## src/rtl/microcode_pkg.sv

```systemverilog
// ============================================================================
//  Module      : microcode_pkg
//  Description : Shared micro-op types and constants for the Thumb microcode
//                sequencer: uop layout, functional-unit codes, register
//                indices, sequencer states and the SP-adjust uop builder.
//  Revision    : 1.0 - initial release
// ============================================================================
`default_nettype none

package microcode_pkg;

   // Functional-unit selector carried in every uop
   typedef enum logic [2:0] {
      FU_MOV   = 3'd0,
      FU_ADD   = 3'd1,
      FU_LOGIC = 3'd2,
      FU_MEM   = 3'd3,
      FU_BR    = 3'd4,
      FU_TRAP  = 3'd7
   } fu_e;

   // 18-bit uop, MSB first: WE, OP, FU, FLAGS, DEST, S1, IMM/S2
   typedef struct packed {
      logic       we;
      logic [2:0] op;
      fu_e        fu;
      logic [3:0] flags;
      logic [1:0] dest;
      logic [1:0] s1;
      logic [2:0] imm;
   } uop_t;

   typedef enum logic [1:0] {
      S_IDLE   = 2'd0,
      S_ISSUE  = 2'd1,
      S_EXPAND = 2'd2
   } seq_state_e;

   // Architectural register indices reported on uop_reg_o
   localparam logic [3:0] REG_SP = 4'd13;
   localparam logic [3:0] REG_LR = 4'd14;
   localparam logic [3:0] REG_PC = 4'd15;

   // The 2-bit DEST/S1 fields cannot name SP; code 3 denotes the stack pointer
   localparam logic [1:0] DEST_SP = 2'd3;

   localparam logic [2:0] OP_ADD = 3'b000;
   localparam logic [2:0] OP_SUB = 3'b001;
   localparam logic [2:0] OP_LDR = 3'b000;
   localparam logic [2:0] OP_STR = 3'b001;
   localparam logic [2:0] OP_BX  = 3'b011;

   localparam uop_t UOP_NOOP = '0;

   // SP adjust by 4*words; the word count spans {S1,IMM} since SP is implied
   function automatic uop_t sp_adjust_uop(input logic sub, input logic [4:0] words);
      uop_t u;
      u       = UOP_NOOP;
      u.we    = 1'b1;
      u.op    = sub ? OP_SUB : OP_ADD;
      u.fu    = FU_ADD;
      u.dest  = DEST_SP;
      {u.s1, u.imm} = words;
      return u;
   endfunction

endpackage

`default_nettype wire

```

## src/rtl/microcode_sequencer_decode.sv

```systemverilog
// ============================================================================
//  Module      : uop_decode_table
//  Description : Combinational Thumb instruction to single-uop lookup with
//                PUSH/POP detection.
//                Config macro MICROCODE_SEQ_ILLEGAL_EN: when defined, unmatched
//                encodings decode to a trap uop and raise illegal.
//  Revision    : 1.0 - initial release
// ============================================================================
`default_nettype none

module uop_decode_table
   import microcode_pkg::*;
#(
   parameter int INSTR_WIDTH_P = 16
) (
   input  logic [INSTR_WIDTH_P-1:0] instr,
   output uop_t                     uop,
   output logic                     is_push,
   output logic                     is_pop,
   output logic                     illegal
);

   assign is_push = (instr[15:9] == 7'b1011010);
   assign is_pop  = (instr[15:9] == 7'b1011110);

   logic w_matched;

   // Table lookup; PUSH/POP match here but their uops come from the sequencer
   always_comb begin
      uop       = UOP_NOOP;
      w_matched = 1'b1;
      illegal   = 1'b0;
      if (instr[15:11] == 5'b00011) begin
         // ADDS/SUBS register or imm3
         uop.we    = 1'b1;
         uop.op    = {2'b00, instr[9]};
         uop.fu    = FU_ADD;
         uop.flags = 4'b1111;
         uop.dest  = instr[1:0];
         uop.s1    = instr[4:3];
         uop.imm   = instr[8:6];
      end else if (instr[15:13] == 3'b001) begin
         // MOVS/CMP/ADDS/SUBS imm8; CMP writes no register
         uop.we    = (instr[12:11] != 2'b01);
         uop.op    = {1'b0, instr[12:11]};
         uop.fu    = (instr[12:11] == 2'b00) ? FU_MOV : FU_ADD;
         uop.flags = 4'b1111;
         uop.dest  = instr[9:8];
         uop.s1    = instr[9:8];
         uop.imm   = instr[2:0];
      end else if (instr[15:10] == 6'b010000) begin
         // Data-processing register ops (ANDS, EORS, ...)
         uop.we    = 1'b1;
         uop.op    = instr[8:6];
         uop.fu    = FU_LOGIC;
         uop.flags = 4'b1100;
         uop.dest  = instr[1:0];
         uop.s1    = instr[1:0];
         uop.imm   = instr[5:3];
      end else if (instr[15:7] == 9'b010001110) begin
         // BX Rm
         uop.op    = OP_BX;
         uop.fu    = FU_BR;
         uop.s1    = instr[4:3];
         uop.imm   = instr[5:3];
      end else if (instr[15:8] == 8'b10110000) begin
         // ADD/SUB SP, #imm7
         uop.we    = 1'b1;
         uop.op    = {2'b00, instr[7]};
         uop.fu    = FU_ADD;
         uop.dest  = DEST_SP;
         {uop.s1, uop.imm} = instr[4:0];
      end else if (instr == 16'hBF00) begin
         uop = UOP_NOOP;
      end else if (is_push || is_pop) begin
         uop = UOP_NOOP;
      end else begin
         w_matched = 1'b0;
      end
`ifdef MICROCODE_SEQ_ILLEGAL_EN
      if (!w_matched) begin
         uop    = UOP_NOOP;
         uop.fu = FU_TRAP;
      end
      illegal = !w_matched;
`else
      if (!w_matched) begin
         uop = UOP_NOOP;
      end
`endif
   end

endmodule

`default_nettype wire

```

## src/rtl/microcode_sequencer.sv

```systemverilog
// ============================================================================
//  Module      : microcode_sequencer
//  Description : Accepts Thumb instructions over valid/ready and issues
//                registered uops; PUSH/POP expand into SP adjust plus one
//                STR/LDR per listed register, with backpressure and flush.
//                Config macro MICROCODE_SEQ_ILLEGAL_EN enables trap uops and
//                uop_illegal_o for unmatched encodings.
//  Revision    : 1.0 - initial release
// ============================================================================
`default_nettype none

module microcode_sequencer
   import microcode_pkg::*;
#(
   parameter int INSTR_WIDTH_P = 16,
   parameter int UCODE_WIDTH_P = 18,
   parameter int RLIST_WIDTH_P = 8,
   parameter int MAX_UOPS_P    = 10
) (
   input  logic                     clk_i,
   input  logic                     reset_n_i,
   input  logic [INSTR_WIDTH_P-1:0] instr_i,
   input  logic                     instr_v_i,
   output logic                     instr_ready_o,
   input  logic                     flush_i,
   output logic [UCODE_WIDTH_P-1:0] uop_o,
   output logic [3:0]               uop_reg_o,
   output logic [3:0]               uop_off_o,
   output logic                     uop_last_o,
   output logic                     uop_illegal_o,
   output logic                     uop_v_o,
   input  logic                     uop_ready_i
);

   localparam int CNT_W = $clog2(MAX_UOPS_P);

   // Registered state and outputs
   seq_state_e               r_state;
   uop_t                     r_uop;
   logic [3:0]               r_reg;
   logic [3:0]               r_off;
   logic                     r_last;
   logic                     r_illegal;
   logic                     r_valid;
   logic [RLIST_WIDTH_P-1:0] r_mask;
   logic                     r_pend;
   logic                     r_push;
   logic [3:0]               r_off_cnt;
   logic [CNT_W-1:0]         r_n;

   // Decode of the offered instruction
   uop_t                     w_dec_uop;
   logic                     w_is_push;
   logic                     w_is_pop;
   logic                     w_dec_illegal;
   logic [RLIST_WIDTH_P-1:0] w_rlist;
   logic                     w_extra;
   logic [CNT_W-1:0]         w_n;

   logic w_ready;
   logic w_accept;
   logic w_hs;

   uop_decode_table #(
      .INSTR_WIDTH_P (INSTR_WIDTH_P)
   ) u_decode (
      .instr   (instr_i),
      .uop     (w_dec_uop),
      .is_push (w_is_push),
      .is_pop  (w_is_pop),
      .illegal (w_dec_illegal)
   );

   assign w_rlist  = instr_i[RLIST_WIDTH_P-1:0];
   assign w_extra  = instr_i[RLIST_WIDTH_P];
   assign w_ready  = !flush_i && (!r_valid || (uop_ready_i && r_last));
   assign w_accept = instr_v_i && w_ready;
   assign w_hs     = r_valid && uop_ready_i;

   // Transfer count n = popcount(rlist) + LR/PC bit
   always_comb begin
      w_n = CNT_W'(w_extra);
      for (int i = 0; i < RLIST_WIDTH_P; i++) begin
         w_n = w_n + CNT_W'(w_rlist[i]);
      end
   end

   // Step source: a freshly accepted POP starts from the instruction, otherwise
   // the sequence continues from the saved bit-scan state
   logic [RLIST_WIDTH_P-1:0] s_mask;
   logic                     s_pend;
   logic                     s_push;
   logic [3:0]               s_off;
   logic [CNT_W-1:0]         s_n;

   assign s_mask = w_accept ? w_rlist : r_mask;
   assign s_pend = w_accept ? w_extra : r_pend;
   assign s_push = w_accept ? 1'b0    : r_push;
   assign s_off  = w_accept ? 4'd0    : r_off_cnt;
   assign s_n    = w_accept ? w_n     : r_n;

   logic [3:0]               w_low_idx;
   uop_t                     w_st_uop;
   logic [3:0]               w_st_reg;
   logic [3:0]               w_st_off;
   logic                     w_st_last;
   logic [RLIST_WIDTH_P-1:0] w_st_mask;
   logic                     w_st_pend;
   logic                     w_st_mem;

   // Next uop of an expansion: lowest listed register, then LR/PC, then (POP) SP adjust
   always_comb begin
      w_low_idx = 4'd0;
      for (int i = RLIST_WIDTH_P - 1; i >= 0; i--) begin
         if (s_mask[i]) w_low_idx = 4'(i);
      end
      w_st_uop  = UOP_NOOP;
      w_st_reg  = 4'd0;
      w_st_off  = 4'd0;
      w_st_last = 1'b0;
      w_st_mask = s_mask;
      w_st_pend = s_pend;
      w_st_mem  = 1'b0;
      if ((|s_mask) || s_pend) begin
         w_st_mem = 1'b1;
         w_st_off = s_off;
         if (|s_mask) begin
            w_st_reg  = w_low_idx;
            w_st_mask = s_mask & (s_mask - RLIST_WIDTH_P'(1));
            w_st_last = s_push && (w_st_mask == '0) && !s_pend;
            w_st_uop.op = s_push ? OP_STR : OP_LDR;
         end else begin
            w_st_reg  = s_push ? REG_LR : REG_PC;
            w_st_pend = 1'b0;
            w_st_last = s_push;
            w_st_uop.op = s_push ? OP_STR : OP_BX;
         end
         w_st_uop.we   = !s_push;
         w_st_uop.fu   = FU_MEM;
         w_st_uop.dest = w_st_reg[1:0];
         w_st_uop.s1   = DEST_SP;
      end else begin
         w_st_uop  = sp_adjust_uop(1'b0, 5'(s_n));
         w_st_reg  = REG_SP;
         w_st_last = 1'b1;
      end
   end

   // Sequencer FSM with registered uop outputs; flush outranks accept and advance
   always_ff @(posedge clk_i or negedge reset_n_i) begin
      if (!reset_n_i) begin
         r_state   <= S_IDLE;
         r_uop     <= UOP_NOOP;
         r_reg     <= 4'd0;
         r_off     <= 4'd0;
         r_last    <= 1'b0;
         r_illegal <= 1'b0;
         r_valid   <= 1'b0;
         r_mask    <= '0;
         r_pend    <= 1'b0;
         r_push    <= 1'b0;
         r_off_cnt <= 4'd0;
         r_n       <= '0;
      end else if (flush_i) begin
         r_state   <= S_IDLE;
         r_uop     <= UOP_NOOP;
         r_reg     <= 4'd0;
         r_off     <= 4'd0;
         r_last    <= 1'b0;
         r_illegal <= 1'b0;
         r_valid   <= 1'b0;
         r_mask    <= '0;
         r_pend    <= 1'b0;
         r_off_cnt <= 4'd0;
      end else if (w_accept) begin
         r_valid   <= 1'b1;
         r_state   <= S_ISSUE;
         r_uop     <= w_dec_uop;
         r_reg     <= 4'd0;
         r_off     <= 4'd0;
         r_last    <= 1'b1;
         r_illegal <= 1'b0;
         r_mask    <= '0;
         r_pend    <= 1'b0;
         r_push    <= w_is_push;
         r_off_cnt <= 4'd0;
         r_n       <= w_n;
         if ((w_is_push || w_is_pop) && (w_n != '0)) begin
            r_state <= S_EXPAND;
            if (w_is_push) begin
               r_uop  <= sp_adjust_uop(1'b1, 5'(w_n));
               r_reg  <= REG_SP;
               r_last <= 1'b0;
               r_mask <= w_rlist;
               r_pend <= w_extra;
            end else begin
               r_uop     <= w_st_uop;
               r_reg     <= w_st_reg;
               r_off     <= w_st_off;
               r_last    <= w_st_last;
               r_mask    <= w_st_mask;
               r_pend    <= w_st_pend;
               r_off_cnt <= 4'd1;
            end
         end else if (!(w_is_push || w_is_pop)) begin
            // Empty-list PUSH/POP falls through as a plain NOOP
            r_illegal <= w_dec_illegal;
         end
      end else if (w_hs) begin
         if (r_last) begin
            r_state   <= S_IDLE;
            r_valid   <= 1'b0;
            r_uop     <= UOP_NOOP;
            r_reg     <= 4'd0;
            r_off     <= 4'd0;
            r_last    <= 1'b0;
            r_illegal <= 1'b0;
         end else if (r_state == S_EXPAND) begin
            r_uop  <= w_st_uop;
            r_reg  <= w_st_reg;
            r_off  <= w_st_off;
            r_last <= w_st_last;
            r_mask <= w_st_mask;
            r_pend <= w_st_pend;
            if (w_st_mem) r_off_cnt <= r_off_cnt + 4'd1;
         end
      end
   end

   assign instr_ready_o = w_ready;
   assign uop_o         = r_uop;
   assign uop_reg_o     = r_reg;
   assign uop_off_o     = r_off;
   assign uop_last_o    = r_last;
   assign uop_illegal_o = r_illegal;
   assign uop_v_o       = r_valid;

endmodule

`default_nettype wire

```

## config.mk

```make
export PLATFORM = sky130hd
export DESIGN_NAME = microcode_sequencer
export DESIGN_NICKNAME = d
export VERILOG_FILES = /design/src/rtl/microcode_pkg.sv /design/src/rtl/microcode_sequencer_decode.sv /design/src/rtl/microcode_sequencer.sv
export SDC_FILE = /design/constraint.sdc
export NUM_CORES = 1
export LEC_CHECK = 0
export ABC_AREA = 1
export CAP_MARGIN = 20
export CORE_ASPECT_RATIO = 0.7
export CORE_MARGIN = 3
export CORE_UTILIZATION = 59
export DETAILED_ROUTE_END_ITERATION = 6
export PLACE_DENSITY = 0.86
export RECOVER_POWER = 50
export SLEW_MARGIN = 5
export SYNTH_ARGS = -nofsm -noshare
export SYNTH_HDL_FRONTEND = slang
export SYNTH_SLANG_ARGS = --single-unit
```

## constraint.sdc

```tcl
create_clock -name clk_i -period 3.3 [get_ports clk_i]
set_input_delay 0.66 -clock clk_i [delete_from_list [all_inputs] [get_ports clk_i]]
set_output_delay 0.66 -clock clk_i [all_outputs]
set_load 0.01 [all_outputs]
```

==> impl_metrics.tcl <==
set metrics [dict create \
    outcome "finished, violations left" \
    violations "capacitance limit, slew limit, setup timing" \
    boundaryPins 51 \
    num_vias 3958 \
    synth_nets 494 \
    cts_max_level 2 \
    grt_start_max_net_pins 47 \
    slew_headroom_pct -46.96 \
    dieHeight_um 69.08 \
    whs_ns 0.2247 \
    fin_total_pwr_mw 1.875 \
    reg2reg_to "uop_o[12]$_DFFE_PN0P_" \
    reg2regPathDepth 15 \
    syn_avg_cell_area_um2 7.227 \
    multiInputGateArea_um2 1934 \
    yosysSeqAreaShare_pct 34.33 \
    hpwl_um 8558 \
    synth_common_cells "nand2_1 (128), inv_1 (58), dfrtp_1 (46)" \
    gp_congestion 0.9846 \
    min_path_type "in2async" \
    synth_top_flop_cell "dfrtp_1" \
    fmax_mhz 242.2 \
    highest_layer "met4" \
    wl_met1_um 4641 \
    num_rows 22 \
    seq_power_share_pct 35.4 \
    sw_frac_of_total_pct 36.95 \
    period_share_pct 125.1 \
    crit_path_start_kind "input port" \
    fp.coreArea_um2 5368 \
    grt_overflow 0 \
    placed_area_um2 4140 \
    drv_cap 1 \
    synthDistinctLibCells 50 \
    drt_iter0_markers 578 \
    viasPerCell 6.313 \
    rrSetupSlack_ns 0.64 \
    synth_cells 464 \
    netlist_area_um2 3353 \
    final_cell_area_um2 4423 \
    finalHoldViolCount 0 \
    cts.path.max_buffers 2 \
    wl_per_cell_um 19.38 \
    worst_slack_ns -0.8290 \
    antenna_found_initial 0 \
    timing.rr.start "uop_last_o$_DFFE_PN0P_" \
    clk_latency_ns 0.31 \
    p_per_area_nw_per_um2 423.8 \
    critical_path.cell_chain "clkdlybuf4s50_1, inv_1, fa_1, fa_1, fa_2, buf_4, buf_4, nor2_1, o21ai_1, nand3_2, nand2_4, o21ai_4, inv_4, o2111ai_1, nand2_1" \
    cp_data_arrival_time_ns 4.30 \
    io_buffers 49 \
    synth_area_leader_cell "dfrtp_1" \
    max_stage_delay_ns 0.57 \
    die_x_um 96.11 \
    setup_viol 33 \
    cts_root_buf "clkbuf_8" \
    cp_max_fo 7 \
    routed_wirelength_um 12150 \
    period_needed_ns 4.129 \
    fillers 334 \
    drive_gt1_share_pct 22.88 \
    nets 585 \
    drc 0 \
    comb_power_share_pct 41.1 \
    grt_setup_unrepaired "yes" \
    peakVddDrop_mv 0.2804 \
    yosys-top-cells-area "dfrtp_1 (34%), nand2_1 (14%), inv_1 (6.5%)" \
    synth_top_area_share_pct 34.33 \
    wl_met3_um 1599 \
    cp-end-kind "flop" \
    die_area_um2 6638 \
    firstDrtPassIters 6 \
    initial_utilization_pct 62.47 \
    worst_pin_slew_ns 2.204 \
    synth_edf_count 0 \
    clkPwrFrac_pct 23.5 \
    routed-wl-met2_um 5394 \
    ant_nets 0 \
    critPathBufInv 5 \
    synth_warnings 0 \
    crit_family "adder cells" \
    synth.most_common_cell "nand2_1" \
    num_antenna_cells 0 \
    drv_slew 41 \
    required_ns 3.48 \
    cts_made_buffers 5 \
    cts_hold_buffers 0 \
    path_class "in2reg" \
    static-leakage-power_nw 2.228 \
    area_delta_synth_final_pct 31.90 \
    cts_tree "built" \
    synth-seq-cells 46 \
    intPower_mw 1.182 \
    seq_area_um2 1151 \
    path_clk_slew_ns 0.08 \
    grt_pass1_wl_um 18330 \
    clock-sinks 46 \
    grt_usage_pct 35.40 \
    cpMaxStageDelayCell "fa_1" \
    p_switching_mw 0.6927 \
    clock-skew-final_ns 0.005464 \
    grt_pass1_vias 3712 \
    async_flop_share_pct 100.0 \
]
==> per-stage QoR <==
step           setup TNS, ns  utilization (%)  worst slack (ns)  cells
2_1_floorplan         -18.72                -           -0.8086    464
3_3_place_gp          -37.90            77.13            -1.314    610
3_5_place_dp          -41.10            77.13            -1.391    610
4_1_cts               -18.21            81.21           -0.6708    622
5_1_grt               -23.05            82.40           -0.8822    627
6_report              -21.36            82.40           -0.8290    627
==> cell families after synthesis <==
logic type      share of synthesized area [%]
compound gates                          16.34
simple gates                            33.21
fa+ha+maj                               4.478
xor+xnor                               0.5225
flops                                   34.33
buf+inv                                 11.01
other cells                            0.1118
==> power groups by stage <==
stage	registers [mW]	logic [mW]	clock network, mW
detailed placement	0.669	0.664	0
floorplan	0.679	0.368	0
finish	0.663	0.771	0.441
global route	0.667	0.819	0.460
CTS	0.660	0.702	0.432
global placement	0.665	0.652	0
==> metal layers <==
metal / vias up / GRT usage, %
met2: 349 / 52.18
met5: - / 0
li1: 1713 / -
met4: 0 / 13.56
met3: 66 / 7.961
met1: 1830 / 50.39
==> registers in the layout, indices dropped and copies added (netlist names), 2 cells and up <==
| register | count |
|---|---|
| r_mask | 8 |
| r_n | 4 |
| r_off_cnt | 4 |
| r_state | 2 |
| uop_o | 16 |
| uop_off_o | 4 |
| uop_reg_o | 4 |
==> area by class of cell <==
| class | instances | area share, % |
|---|---|---|
| Clock buffer | 6 | 1.867 |
| Multi-Input combinational cell | 335 | 43.73 |
| Sequential cell | 46 | 26.03 |
| Tap cell | 72 | 2.037 |
| Clock inverter | 1 | 0.6789 |
| Timing Repair Buffer | 99 | 19.63 |
| Inverter | 68 | 6.025 |
==> layout by cell type, fill, tap and decap left out, types with 6 or more instances in the layout <==
| cell type | Yosys | layout |
|---|---|---|
| nand2_1 | 128 | 125 |
| inv_1 | 58 | 55 |
| dfrtp_1 | 46 | 46 |
| buf_4 | 4 | 45 |
| clkdlybuf4s50_1 | 0 | 45 |
| o21ai_0 | 43 | 30 |
| nor2_1 | 27 | 25 |
| nand4_1 | 22 | 22 |
| nand3_1 | 17 | 16 |
| o21ai_1 | 7 | 13 |
| nand2_2 | 9 | 11 |
| inv_2 | 8 | 8 |
| a21oi_1 | 9 | 8 |
| nand2_4 | 6 | 7 |
| o21ai_2 | 1 | 7 |
| nor2_2 | 4 | 6 |
| o22ai_1 | 8 | 6 |
| clkbuf_8 | 0 | 6 |
| buf_6 | 2 | 6 |
==> worst max-delay path by stage <==
stage	end	cells past startpoint	startpoint
2_1_floorplan	uop_o[4]$_DFFE_PN0P_	14	instr_i[0]
3_3_place_gp	uop_o[17]$_DFFE_PN0P_	15	instr_i[0]
3_5_place_dp	r_mask[5]$_DFFE_PN0P_	17	instr_i[0]
4_1_cts	uop_o[15]$_DFFE_PN0P_	17	instr_i[3]
5_1_grt	r_mask[1]$_DFFE_PN0P_	15	instr_i[8]
6_report	uop_o[1]$_DFFE_PN0P_	15	instr_i[8]
==> what timing repair did <==
action                     in CTS  in global routing
gates resized for setup        35                 16
setup endpoints to repair      34                 33
setup buffers                   5                  4
hold endpoints to repair        0                  0
pin swaps                      13                  8
Power figures use the tool's default switching activity.
